==> src/rtl/spi_chain_node.sv <==
// SPI mode-0 daisy-chain node: oversampled host SPI is forwarded downstream and
// chip-addressed frames are decoded into a byte-wide register bus.
module spi_chain_node #(
  parameter int ID_W        = 4,
  parameter int ADDR_W      = 7,
  parameter int SYNC_STAGES = 2
) (
  input  logic              SPI_CLK,
  input  logic              SPI_CLK_RESET_N,
  input  logic [ID_W-1:0]   CHIP_ID,
  input  logic              SCSN_fromHost,
  input  logic              SCLK_fromHost,
  input  logic              MOSI_fromHost,
  output logic              MISO_toHost,
  output logic              SCSN_toClient,
  output logic              SCLK_toClient,
  output logic              MOSI_toClient,
  input  logic              MISO_fromClient,
  input  logic              IRQ_fromClient,
  input  logic              irq_local,
  output logic              IRQ_toHost,
  output logic [ADDR_W-1:0] reg_addr,
  output logic [7:0]        reg_wdata,
  output logic              reg_we,
  output logic              reg_re,
  input  logic [7:0]        reg_rdata
);

  typedef enum logic [1:0] {S_IDLE, S_ID, S_CMD, S_DATA} state_t;

  localparam logic [ID_W-1:0]   ID_BCAST = {ID_W{1'b1}};
  localparam logic [ADDR_W-1:0] ADDR_ONE = {{(ADDR_W-1){1'b0}}, 1'b1};

  logic [SYNC_STAGES-1:0] scsn_sync_q, sclk_sync_q, mosi_sync_q;
  logic s_scsn, s_sclk, s_mosi;
  logic scsn_prev_q, sclk_prev_q;
  logic scsn_fwd_q, sclk_fwd_q, mosi_fwd_q;
  logic irq_q;

  state_t state_q, state_d;
  logic [2:0]        bit_cnt_q, bit_cnt_d;
  logic [7:0]        shin_q, shin_d;
  logic [7:0]        shout_q, shout_d;
  logic              shift_en_q, shift_en_d;
  logic              sel_q, sel_d;
  logic              bcast_q, bcast_d;
  logic              rnw_q, rnw_d;
  logic [ADDR_W-1:0] addr_q, addr_d;
  logic [ADDR_W-1:0] reg_addr_q, reg_addr_d;
  logic [7:0]        reg_wdata_q, reg_wdata_d;
  logic              reg_we_q, reg_we_d;
  logic              reg_re_q, reg_re_d;
  logic              rd_pend_q, rd_pend_d;

  logic sclk_rise, sclk_fall, scsn_fall, scsn_rise;
  logic active, byte_done, id_done, cmd_done, data_done;
  logic wr_strobe, rd_first, rd_next, read_active;
  logic [7:0] byte_next;

  // Synchronisers; SCSN idles high so its chain resets to ones.
  always_ff @(posedge SPI_CLK or negedge SPI_CLK_RESET_N) begin
    if (!SPI_CLK_RESET_N) begin
      scsn_sync_q <= '1;
      sclk_sync_q <= '0;
      mosi_sync_q <= '0;
      scsn_prev_q <= 1'b1;
      sclk_prev_q <= 1'b0;
      scsn_fwd_q  <= 1'b1;
      sclk_fwd_q  <= 1'b0;
      mosi_fwd_q  <= 1'b0;
      irq_q       <= 1'b0;
    end else begin
      scsn_sync_q <= {scsn_sync_q[SYNC_STAGES-2:0], SCSN_fromHost};
      sclk_sync_q <= {sclk_sync_q[SYNC_STAGES-2:0], SCLK_fromHost};
      mosi_sync_q <= {mosi_sync_q[SYNC_STAGES-2:0], MOSI_fromHost};
      scsn_prev_q <= s_scsn;
      sclk_prev_q <= s_sclk;
      scsn_fwd_q  <= s_scsn;
      sclk_fwd_q  <= s_sclk;
      mosi_fwd_q  <= s_mosi;
      irq_q       <= irq_local | IRQ_fromClient;
    end
  end

  assign s_scsn    = scsn_sync_q[SYNC_STAGES-1];
  assign s_sclk    = sclk_sync_q[SYNC_STAGES-1];
  assign s_mosi    = mosi_sync_q[SYNC_STAGES-1];
  assign sclk_rise = s_sclk & ~sclk_prev_q;
  assign sclk_fall = ~s_sclk & sclk_prev_q;
  assign scsn_fall = ~s_scsn & scsn_prev_q;
  assign scsn_rise = s_scsn & ~scsn_prev_q;

  // FSM state register
  always_ff @(posedge SPI_CLK or negedge SPI_CLK_RESET_N) begin
    if (!SPI_CLK_RESET_N) state_q <= S_IDLE;
    else                  state_q <= state_d;
  end

  // FSM next state; a byte completing together with SCSN rising still ends the frame
  always_comb begin
    state_d = state_q;
    case (state_q)
      S_IDLE:  if (scsn_fall) state_d = S_ID;
      S_ID:    if (byte_done) state_d = S_CMD;
      S_CMD:   if (byte_done) state_d = S_DATA;
      S_DATA:  state_d = S_DATA;
      default: state_d = S_IDLE;
    endcase
    if (state_q != S_IDLE && scsn_rise) state_d = S_IDLE;
  end

  // FSM outputs: per-cycle decode of byte boundaries and bus strobes
  always_comb begin
    active      = (state_q != S_IDLE);
    byte_next   = {shin_q[6:0], s_mosi};
    byte_done   = active & sclk_rise & (bit_cnt_q == 3'd7);
    id_done     = byte_done & (state_q == S_ID);
    cmd_done    = byte_done & (state_q == S_CMD);
    data_done   = byte_done & (state_q == S_DATA);
    wr_strobe   = data_done & (sel_q | bcast_q) & ~rnw_q;
    rd_first    = cmd_done & sel_q & byte_next[7];
    rd_next     = data_done & sel_q & rnw_q;
    read_active = (state_q == S_DATA) & sel_q & rnw_q;
  end

  always_comb begin
    bit_cnt_d   = bit_cnt_q;
    shin_d      = shin_q;
    shout_d     = shout_q;
    shift_en_d  = shift_en_q;
    sel_d       = sel_q;
    bcast_d     = bcast_q;
    rnw_d       = rnw_q;
    addr_d      = addr_q;
    reg_addr_d  = reg_addr_q;
    reg_wdata_d = reg_wdata_q;
    reg_we_d    = 1'b0;
    reg_re_d    = 1'b0;
    rd_pend_d   = reg_re_q;

    if (!active) begin
      bit_cnt_d = 3'd0;
    end else if (sclk_rise) begin
      bit_cnt_d  = bit_cnt_q + 3'd1;
      shin_d     = byte_next;
      shift_en_d = (bit_cnt_q != 3'd7);
    end

    // No shift on the falling edge after the 8th rising edge: the prefetch lands there
    if (sclk_fall) begin
      shift_en_d = 1'b0;
      if (shift_en_q && read_active) shout_d = {shout_q[6:0], 1'b0};
    end
    if (rd_pend_q) shout_d = reg_rdata;

    if (id_done) begin
      sel_d   = (byte_next[ID_W-1:0] == CHIP_ID);
      bcast_d = (byte_next[ID_W-1:0] == ID_BCAST);
    end
    if (cmd_done) begin
      rnw_d  = byte_next[7];
      addr_d = byte_next[ADDR_W-1:0];
      if (rd_first) begin
        reg_re_d   = 1'b1;
        reg_addr_d = byte_next[ADDR_W-1:0];
      end
    end
    if (wr_strobe) begin
      reg_we_d    = 1'b1;
      reg_addr_d  = addr_q;
      reg_wdata_d = byte_next;
      addr_d      = addr_q + ADDR_ONE;
    end
    if (rd_next) begin
      reg_re_d   = 1'b1;
      reg_addr_d = addr_q + ADDR_ONE;
      addr_d     = addr_q + ADDR_ONE;
    end

    if (active && scsn_rise) begin
      sel_d      = 1'b0;
      bcast_d    = 1'b0;
      rnw_d      = 1'b0;
      shift_en_d = 1'b0;
    end
  end

  always_ff @(posedge SPI_CLK or negedge SPI_CLK_RESET_N) begin
    if (!SPI_CLK_RESET_N) begin
      bit_cnt_q   <= 3'd0;
      shin_q      <= 8'd0;
      shout_q     <= 8'd0;
      shift_en_q  <= 1'b0;
      sel_q       <= 1'b0;
      bcast_q     <= 1'b0;
      rnw_q       <= 1'b0;
      addr_q      <= '0;
      reg_addr_q  <= '0;
      reg_wdata_q <= 8'd0;
      reg_we_q    <= 1'b0;
      reg_re_q    <= 1'b0;
      rd_pend_q   <= 1'b0;
    end else begin
      bit_cnt_q   <= bit_cnt_d;
      shin_q      <= shin_d;
      shout_q     <= shout_d;
      shift_en_q  <= shift_en_d;
      sel_q       <= sel_d;
      bcast_q     <= bcast_d;
      rnw_q       <= rnw_d;
      addr_q      <= addr_d;
      reg_addr_q  <= reg_addr_d;
      reg_wdata_q <= reg_wdata_d;
      reg_we_q    <= reg_we_d;
      reg_re_q    <= reg_re_d;
      rd_pend_q   <= rd_pend_d;
    end
  end

  // MISO is held low while in reset so the host never sees a floating client line
  assign MISO_toHost   = SPI_CLK_RESET_N & (read_active ? shout_q[7] : MISO_fromClient);
  assign SCSN_toClient = scsn_fwd_q;
  assign SCLK_toClient = sclk_fwd_q;
  assign MOSI_toClient = mosi_fwd_q;
  assign IRQ_toHost    = irq_q;
  assign reg_addr      = reg_addr_q;
  assign reg_wdata     = reg_wdata_q;
  assign reg_we        = reg_we_q;
  assign reg_re        = reg_re_q;

endmodule

==> config.mk <==
export PLATFORM = sky130hd
export DESIGN_NAME = spi_chain_node
export DESIGN_NICKNAME = d
export VERILOG_FILES = /design/src/rtl/spi_chain_node.sv
export SDC_FILE = /design/constraint.sdc
export NUM_CORES = 1
export LEC_CHECK = 0
export BUFFER_PORTS_ARGS = -buffer_cell sky130_fd_sc_hd__buf_2
export CAP_MARGIN = 20
export CORE_AREA = 3 3 102 104
export DETAILED_ROUTE_END_ITERATION = 8
export DIE_AREA = 0 0 105 107
export PLACE_DENSITY = 0.55
export SLEW_MARGIN = 30
export SYNTH_ARGS = -nofsm -noshare
export SYNTH_HDL_FRONTEND = slang
export SYNTH_SLANG_ARGS = --single-unit
==> constraint.sdc <==
create_clock -name SPI_CLK -period 2.7 [get_ports SPI_CLK]
set_input_delay 0.54 -clock SPI_CLK [delete_from_list [all_inputs] [get_ports SPI_CLK]]
set_output_delay 0.54 -clock SPI_CLK [all_outputs]
set_load 0.02 [all_outputs]
==> out/results.tsv <==
metric	value	unit
synthFlopType	dfrtp_1	
grt_setup_unrepaired	false	
top_level_ports	42	
post_drt_wl_per_cell	14.0	um
status	complete, no violations	
drt_iter0_drc	69	
gp_congestion	0.797	
layout_common_cells	dfrtp_1 (56), nand2_1 (46), buf_2 (41)	
synth_fp_nets	295	
ir_drop	0.268	mV
cts_tree	yes	
p_int	1.54	mW
synth.distinct_cells	55	
syn_inst	270	
fmax	432	MHz
synth-seq-cells	59	
hp-start	SCSN_fromHost	
initial_core_util	0.294	
skew	0.00462	ns
port_buffers	41	
setup_viol_count_final	0	
post_cts_resized	0	
hold_path.class	input pin to register	
htreeDepth	3	
required	2.16	ns
rows	36	
crit_fanout	14	
worstHoldPathCells	1	
synth_edf_count	0	
hold_viol_final	0	
maxSlewHeadroom	0.501	
cap_violations	0	
critPathArrivalTime	1.78	ns
clock-root-buffer	clkbuf_8	
nNetsFinal	335	
path_cells	and4_4, nand2_1, a21boi_0, buf_2	
die-area	11200	um^2
routed_via_density	4.78	
grt_pass1_vias	2164	
worst_slew_pin_slew	0.749	ns
firstDrtPassIters	4	
fin_crit_sh	0.858	
powerDensity	629	nW/um^2
critical_path_class	register to output port	
critPathLaunchType	register	
synth.largest_area_cell	dfrtp_1	
cts.sinks	59	
grt_overflow	0	
wl	6.29	mm
avgSynthCellArea	10.5	um^2
antenna_found_initial	0	
num_vias	2141	
fin_setup_tns	0	ns
place_hpwl	4.35	mm
yosys_warnings	0	
layout-area-overhead-vs-synth	16.7	%
final_cell_count_no_fill	448	
die_height	107	um
p_leak	1.48	nW
cts_buffers	9	
track_usage	0.117	
power_switching_share	0.261	
r2r_cells	6	
clk-insertion-delay-late	0.34	ns
final_common_cell	dfrtp_1	
ant_nets	0	
seq_power_share	0.497	
post-route-min-period	2.32	ns
grt_first_pass_wirelength	10.5	mm
drc_errors	0	
synth_area_leaders	dfrtp_1 (49%), nand2_1 (6.1%), mux2i_1 (3.5%), dfstp_2 (2.8%), buf_6 (2.4%)	
power.switching	0.542	mW
path_clk_slew	0.07	ns
hold_end	scsn_sync_q[0]$_DFF_PN1_	
diodes	0	
async_flop_share	1.00	
maxSlewViolCount	0	
dieWidth	105	um
combPwrFrac	0.085	
cpPeakStageDelay	0.67	ns
r2r-start	SCLK_toClient$_DFF_PN0_	
core_area	9640	um^2
post-route-util	0.343	
seq_area_frac_synth	0.522	
crit_slowest_cell	dfrtp_1	
cts-hold-fix-buffers	0	
pwr-share-clk	0.418	
rrSetupSlack	0.59	ns
drive_above_1_share	0.263	
dp.cells	432	
cts_max_path_buffers	2	
grt_start_max_net_pins	60	
worstSetupEndpointType	output port	
synth_area	2830	um^2
cts_setup_buffers	0	
r2r_end	reg_addr[3]$_DFFE_PN0P_	
synth_top_area_share	0.494	
## cell families after synthesis
group	after synthesis	share of synthesized area
AND/OR/NAND/NOR	93	0.155
AO/OA/AOI/OAI	69	0.176
flip-flops	59	0.522
buffers and inverters	24	0.0547
multiplexers	15	0.0552
XOR/XNOR	5	0.0155
adder cells (fa/ha/maj)	5	0.0221
## layer usage
metal,up-vias,wire length (um),track usage
li1,1045,-,-
met1,1037,3080,0.161
met2,54,2830,0.173
met3,5,323,0.0355
met5,-,0,0
met4,0,57,0.0450
## critical path, delay by kind of cell (launching register included)
family	cells	cell delay, ns
flip-flops	1	0.67
AND/OR/NAND/NOR	2	0.43
buffers and inverters	1	0.19
AO/OA/AOI/OAI	1	0.15
## Yosys cell counts, types with 5 or more instances
| cell type | n |
|---|---|
| a21oi_1 | 11 |
| buf_6 | 6 |
| dfrtp_1 | 56 |
| ha_1 | 5 |
| inv_1 | 10 |
| mux2_2 | 5 |
| mux2i_1 | 10 |
| nand2_1 | 46 |
| nand3_1 | 7 |
| nor2_1 | 13 |
| nor3_1 | 7 |
| o21ai_0 | 9 |
| o21ai_1 | 11 |
| o22ai_1 | 6 |
## metrics by stage
step           hold WS (ns)  instance area, um^2  setup slack (ns)  power, mW
6_report              0.296                 3310             0.384       2.08
5_1_grt               0.284                 3310             0.274       2.18
4_1_cts               0.281                 3310             0.365       2.10
3_5_place_dp          0.336                 3100             0.617       1.23
3_3_place_gp          0.332                 3100             0.644       1.22
2_1_floorplan         0.244                 2830             0.913       1.14
## worst max-delay path by stage
stage,from,end,slack [ns]
6_report,state_q[1]$_DFFE_PN0P_,MISO_toHost,0.38
5_1_grt,state_q[1]$_DFFE_PN0P_,MISO_toHost,0.27
4_1_cts,state_q[1]$_DFFE_PN0P_,MISO_toHost,0.36
3_5_place_dp,SCLK_toClient$_DFF_PN0_,reg_addr[3]$_DFFE_PN0P_,0.62
3_3_place_gp,SCLK_toClient$_DFF_PN0_,reg_addr[5]$_DFFE_PN0P_,0.64
2_1_floorplan,state_q[0]$_DFFE_PN0P_,MISO_toHost,0.91
## state kept, by name, indices dropped and copies added, names as in the netlist, 2 cells and up
register / count
addr_q: 7
bit_cnt_q: 3
mosi_sync_q: 2
reg_addr: 7
reg_wdata: 8
sclk_sync_q: 2
scsn_sync_q: 2
shin_q: 7
shout_q: 8
state_q: 2
## power groups by stage
stage          registers, mW  logic [mW]  clock network (mW)
2_1_floorplan           1.00       0.141                   0
3_3_place_gp            1.05       0.174                   0
3_5_place_dp            1.05       0.180                   0
4_1_cts                 1.03       0.181               0.890
5_1_grt                 1.05       0.203               0.929
6_report                1.03       0.176               0.869
## final cells by class
class,count,area (um^2)
Tap cell,133,166
Clock inverter,6,80.1
Inverter,11,41.3
Multi-Input combinational cell,187,1200
Fill cell,1024,6330
Sequential cell,59,1480
Timing Repair Buffer,42,213
Clock buffer,10,128
No activity file was read; power rests on OpenSTA's default activity.
